<file path="src/rtl/mem_port_arbiter.sv">
// mem_port_arbiter: round-robin sharing of one fixed-latency memory port between CPU and DMA
module mem_port_arbiter #(
    parameter int WIDTH = 32,
    parameter int LAT   = 2
) (
    input  logic             clk,
    input  logic             reset,
    input  logic             cpu_req,
    input  logic             cpu_we,
    input  logic [WIDTH-1:0] cpu_adr,
    input  logic [WIDTH-1:0] cpu_wd,
    output logic [WIDTH-1:0] cpu_rd,
    output logic             cpu_ack,
    input  logic             dma_req,
    input  logic             dma_we,
    input  logic [WIDTH-1:0] dma_adr,
    input  logic [WIDTH-1:0] dma_wd,
    output logic [WIDTH-1:0] dma_rd,
    output logic             dma_ack,
    output logic [WIDTH-1:0] mem_adr,
    output logic [WIDTH-1:0] mem_wd,
    output logic             mem_we,
    input  logic [WIDTH-1:0] mem_rd,
    output logic             busy
);
    typedef enum logic [1:0] {IDLE, ACCESS, RESP} state_t;
    state_t state, state_next;
    logic [3:0] count;
    logic owner, last_gnt, lat_we, grant, gnt_dma, last_cycle;
    // Grant selection (owner 1 = DMA; on a tie the side not served last wins) and next state
    always_comb begin
        grant      = (state == IDLE) && (cpu_req || dma_req);
        gnt_dma    = dma_req && (!cpu_req || !last_gnt);
        last_cycle = (state == ACCESS) && (count == 4'd0);
        state_next = state == IDLE ? (grant ? ACCESS : IDLE) :
                     state == ACCESS ? (last_cycle ? RESP : ACCESS) : IDLE;
    end
    // State register
    always_ff @(posedge clk or negedge reset) begin
        if (!reset) state <= IDLE;
        else        state <= state_next;
    end
    // Request latch, access countdown and read-data capture into the owner's register
    always_ff @(posedge clk or negedge reset) begin
        if (!reset) begin
            owner    <= 1'b0;
            last_gnt <= 1'b1;
            lat_we   <= 1'b0;
            count    <= 4'd0;
            mem_adr  <= '0;
            mem_wd   <= '0;
            cpu_rd   <= '0;
            dma_rd   <= '0;
        end else begin
            if (grant) begin
                owner    <= gnt_dma;
                last_gnt <= gnt_dma;
                lat_we   <= gnt_dma ? dma_we : cpu_we;
                mem_adr  <= gnt_dma ? dma_adr : cpu_adr;
                mem_wd   <= gnt_dma ? dma_wd : cpu_wd;
                count    <= 4'(LAT - 1);
            end else if (state == ACCESS && count != 4'd0) begin
                count <= count - 4'd1;
            end
            if (last_cycle && !lat_we && !owner) cpu_rd <= mem_rd;
            if (last_cycle && !lat_we && owner)  dma_rd <= mem_rd;
        end
    end
    assign mem_we  = last_cycle && lat_we;
    assign busy    = state != IDLE;
    assign cpu_ack = (state == RESP) && !owner;
    assign dma_ack = (state == RESP) && owner;
endmodule

</file>
<file path="config.mk">
export PLATFORM = sky130hd
export DESIGN_NAME = mem_port_arbiter
export DESIGN_NICKNAME = d
export VERILOG_FILES = /design/src/rtl/mem_port_arbiter.sv
export SDC_FILE = /design/constraint.sdc
export NUM_CORES = 1
export LEC_CHECK = 0
export ABC_AREA = 1
export BUFFER_PORTS_ARGS = -buffer_cell sky130_fd_sc_hd__buf_2
export CORE_ASPECT_RATIO = 0.6
export CORE_MARGIN = 5
export CORE_UTILIZATION = 25
export CTS_CLUSTER_DIAMETER = 30
export DETAILED_ROUTE_END_ITERATION = 6
export PLACE_DENSITY = 0.46
export SLEW_MARGIN = 20
export SYNTH_ARGS = -nofsm -noshare
export SYNTH_HDL_FRONTEND = slang
export SYNTH_SLANG_ARGS = --single-unit
export TNS_END_PERCENT = 10
</file>
<file path="constraint.sdc">
create_clock -name clk -period 1.8 [get_ports clk]
set_input_delay 0.27 -clock clk [delete_from_list [all_inputs] [get_ports clk]]
set_output_delay 0.27 -clock clk [all_outputs]
set_load 0.03 [all_outputs]
</file>
; Word-level counts from Yosys, hierarchy flattened
; Index checks and enable logic that the tools add are counted.
[word_totals]
word_cells = 42
ff_bits = 137
ram_bits = 0
mem_count = 0
rom_bits = 0
latch_bits = 0
[op_classes]
n_reduce_logical = 21
div = 0
n_lt_le_gt_ge = 0
shift = 0
addsub = 1
eq_ne = 2
mux = 9
bitwise = 0
mul = 0
[ops]
columns = operator, n
row1 = $mux 32, 2
row2 = $logic_and 1x1->1, 10
row3 = $mux 4, 2
row4 = $mux 2, 3
row5 = $logic_not 1->1, 4
row6 = $logic_not 4->1, 1
row7 = $reduce_bool 2->1, 2
row8 = $reduce_bool 4->1, 1
row9 = $sub 4x1->4 const B, 1
row10 = $eq 2x1->1 const B, 1
row11 = $eq 2x2->1 const B, 1
row12 = $logic_not 2->1, 1
row13 = $logic_or 1x1->1, 2
row14 = $mux 1, 2

; Logic depth before layout (Yosys ltp)
[depth]
word_depth = 5
depth_mapped = 8
mapped_depth_nobuf = 8

; Worst setup path before layout
; Ideal clock, no wire load.
[synth_timing]
kind = flip-flop to output port
start = reg count[0]
end = out mem_we
path_slack_ns = 0.122
t_required_ns = 1.530
path_buffers = 0
stages_incl_launch_ff = 5
arrival_time_ns = 1.408
cell_sequence = dfrtp_1 inv_1 ha_1 nand2_1 nor3_1
[synth_via]
elab_chain_cells = 3
[synth_lines]
columns = element, line_no
row1 = start: declaration, 28  ; logic [3:0] count;
row2 = start signal: assignment, 61  ; count <= 4'(LAT - 1);
row3 = start signal: assignment, 63  ; count <= count - 4'd1;
row4 = $logic_not 4->1, 34  ; last_cycle = (state == ACCESS) && (count == 4'd0);
row5 = $logic_and 1x1->1, 34
row6 = $logic_and 1x1->1, 69  ; assign mem_we = last_cycle && lat_we;
row7 = end: declaration, 22  ; output logic mem_we,
; No other way between the ends.

; Final worst setup path
[layout_timing]
start = reg count[2]
end = out mem_we
; Same word-level chain as after synthesis.

==> metrics.cfg <==
[run_status]
outcome=complete, no violations

[setup_path]
path_cells=nor2_2 -> nand2_4 -> nor3_2 -> buf_4
startpoint=count[2]$_DFFE_PN0P_
worstSetupPathDepth=4
path_max_fanout=5
cpPeakStageDelay_ns=0.44
critical_path_class=flop to output port
cp_num_buf_inv=1
reg2reg_from=last_gnt$_DFFE_PN1P_
critical-path-slowest-cell=dfrtp_2
reg2reg_slack_ns=0.29
worst_ep_arrival_time_ns=1.43
crit_family=flip-flops
cp-endpoint=mem_we
start_kind=flop
ff2ff_path_depth=6
regToRegEndpoint=mem_wd[31]$_DFFE_PN0P_
required_ns=1.53
worstSetupEndpointType=output port

[pwr]
power.switching_mw=8.968
power.leakage_nw=4.974
p_clk_frac=0.200
swShare=0.4832
ir_drop_v=0.0007105
power.share.sequential=0.300
comb_power_share=0.500
internal_power_mw=9.593
p_per_area_nw_per_um2=2100

[global_route]
antenna_found_initial=1
grt_start_max_net_pins=68
grt_pass1_wl_um=34530
grt_usage=0.1513
first_global_vias=5903
grt_remaining_overflow=0

[layout]
drive_above_1_share=0.3463
finish.utilization=0.3519
final_common_cell=nand2_1
areaGrowthSynthToFinish_pct=39.56
final_cell_count_no_fill=1383
final_cell_mix=nand2_1, buf_2, dfrtp_1, inv_1, nand4_1
antenna_cells=0
fin_area_um2=8837
final_nets=1211

[job]
max-cap-violations=0

[clock_tree]
clk_latency_ns=0.42
clockRootBuffer=clkbuf_16
cts_max_level=4
clk_pin_slew_ns=0.06
cts_made_buffers=17
clk_path_buf_depth=2
cts_tree=yes
clock-sinks=137

[sta]
finalSetupTns_ns=0
fin_crit_ns=1.704
final.period_utilization=0.9467
slew_viol_final=0
fin_worst_skew_ns=0.008065
slew_headroom=0.6608
finalSetupViolCount=0
hold_viol_final=0
tightest_slew_ns=0.5088
max_freq_mhz=586.8

[drt]
wirelength_um=21880
drc=0
num_vias=6044
first_pass_iters=6
drt_iter0_drc=286
ant_nets=0
viasPerCell=4.370
wl_per_cell_um=15.82

[synthesis]
synth_cell_type_count=22
syn_avg_cell_area_um2=8.332
syn_nets=928
syn_area_um2=6332
netlist_instances=760
yosys_warnings=0
yosysSeqAreaShare=0.5416
synth_seq_cells=137

[place]
io_buffers=297
hpwl_um=15990
placedInstanceArea_um2=8158
place_inst=1349
gp_congestion=0.7751

[die]
fp-row-count=45
dieArea_um2=28720
io_pins=298
die_x_um=215.5
start_util=0.2522
die_h_um=133.3
design.core.area_um2=25110

[worst_hold_path]
hp-class=input pin to flop

==> worst min path at each step <==
stage | start | endpoint | cells past startpoint
2_1_floorplan | reset | count[0]$_DFFE_PN0P_ | 0
3_3_place_gp | reset | mem_wd[15]$_DFFE_PN0P_ | 1
3_5_place_dp | reset | mem_wd[15]$_DFFE_PN0P_ | 1
4_1_cts | dma_adr[7] | mem_adr[7]$_DFFE_PN0P_ | 3
5_1_grt | dma_adr[7] | mem_adr[7]$_DFFE_PN0P_ | 3
6_report | dma_adr[7] | mem_adr[7]$_DFFE_PN0P_ | 3
==> power by group through the flow <==
stage | sequential [mW] | clock [mW] | combinational (mW)
after CTS | 5.58 | 3.84 | 9.40
after floorplan | 8.39 | 0 | 3.44
after global routing | 5.76 | 3.98 | 10.1
after global placement | 5.59 | 0 | 9.35
after detailed placement | 5.57 | 0 | 9.39
final | 5.56 | 3.71 | 9.29
==> final cells by class <==
cell class / count / area (um^2)
fillers: 2696 / 16270
flip-flops and latches: 137 / 3432
inverters: 74 / 277.8
multi-input cells: 494 / 2351
well taps: 329 / 411.6
clock buffers: 18 / 439.2
repair buffers: 319 / 1750
clock inverters: 12 / 175.2
==> logic make-up (layout without fill, tap and decap cells) <==
group	Yosys count	count (layout)	synth area share
flip-flops	137	137	0.5416
AO/OA/AOI/OAI	69	69	0.08002
adder cells (fa/ha/maj)	2	2	0.003951
buffers and inverters	129	423	0.09346
AND/OR/NAND/NOR	422	422	0.2796
XOR/XNOR	1	1	0.001383
==> routing by layer <==
metal	vias to the layer above	track usage	share of wire
met4	2	0.03091	0.0071
met2	157	0.2159	0.43
li1	3033	-	-
met1	2840	0.2186	0.50
met5	-	0	0.00032
met3	12	0.05723	0.067
==> synthesized netlist by cell type, drive strengths merged <==
| library cell | n | area (um^2) |
|---|---|---|
| o22ai | 1 | 6.260 |
| xor2 | 1 | 8.760 |
| nand4 | 66 | 412.9 |
| nor2 | 8 | 40.04 |
| nand2 | 340 | 1276 |
| clkbuf | 13 | 48.80 |
| dfstp | 1 | 26.28 |
| a21oi | 1 | 5.000 |
| o211ai | 64 | 480.5 |
| dfrtp | 136 | 3403 |
| or2 | 1 | 6.260 |
| nor3 | 3 | 15.01 |
| o21ai | 3 | 15.01 |
| nand3 | 4 | 20.02 |
| ha | 2 | 25.02 |
| inv | 74 | 277.8 |
| buf | 42 | 265.3 |
==> registers in the layout, indices dropped and copies added (netlist names) <==
name      cells
count         4
lat_we        1
state         2
dma_rd       32
owner         1
mem_adr      32
last_gnt      1
mem_wd       32
cpu_rd       32
==> worst reg2reg max path, delay by kind of cell (launching register included) <==
kind	cells	cell delay, ns
DFF	1	0.52
and+or+nand+nor	4	0.47
buffers and inverters	1	0.28
AOI/OAI and AO/OA	1	0.11
==> metrics by stage <==
| stage | worst slack, ns | power [mW] | hold WS, ns |
|---|---|---|---|
| 2_1_floorplan | 0.1222 | 11.83 | -0.02559 |
| 3_3_place_gp | 0.2793 | 14.94 | 0.1766 |
| 3_5_place_dp | 0.2657 | 14.96 | 0.1785 |
| 4_1_cts | 0.01094 | 18.81 | 0.07104 |
| 5_1_grt | -0.009933 | 19.88 | 0.07865 |
| 6_report | 0.09594 | 18.56 | 0.1052 |
==> what timing repair did <==
item | CTS | global route
endpoints found under the setup margin | 2 | 1
hold buffers | 1 | 0
hold endpoints to repair | 24 | 0
pin swaps | 1 | 0
buffers inserted | 0 | 3
gates resized for setup | 7 | 4
No activity file was read; power rests on OpenSTA's default activity.
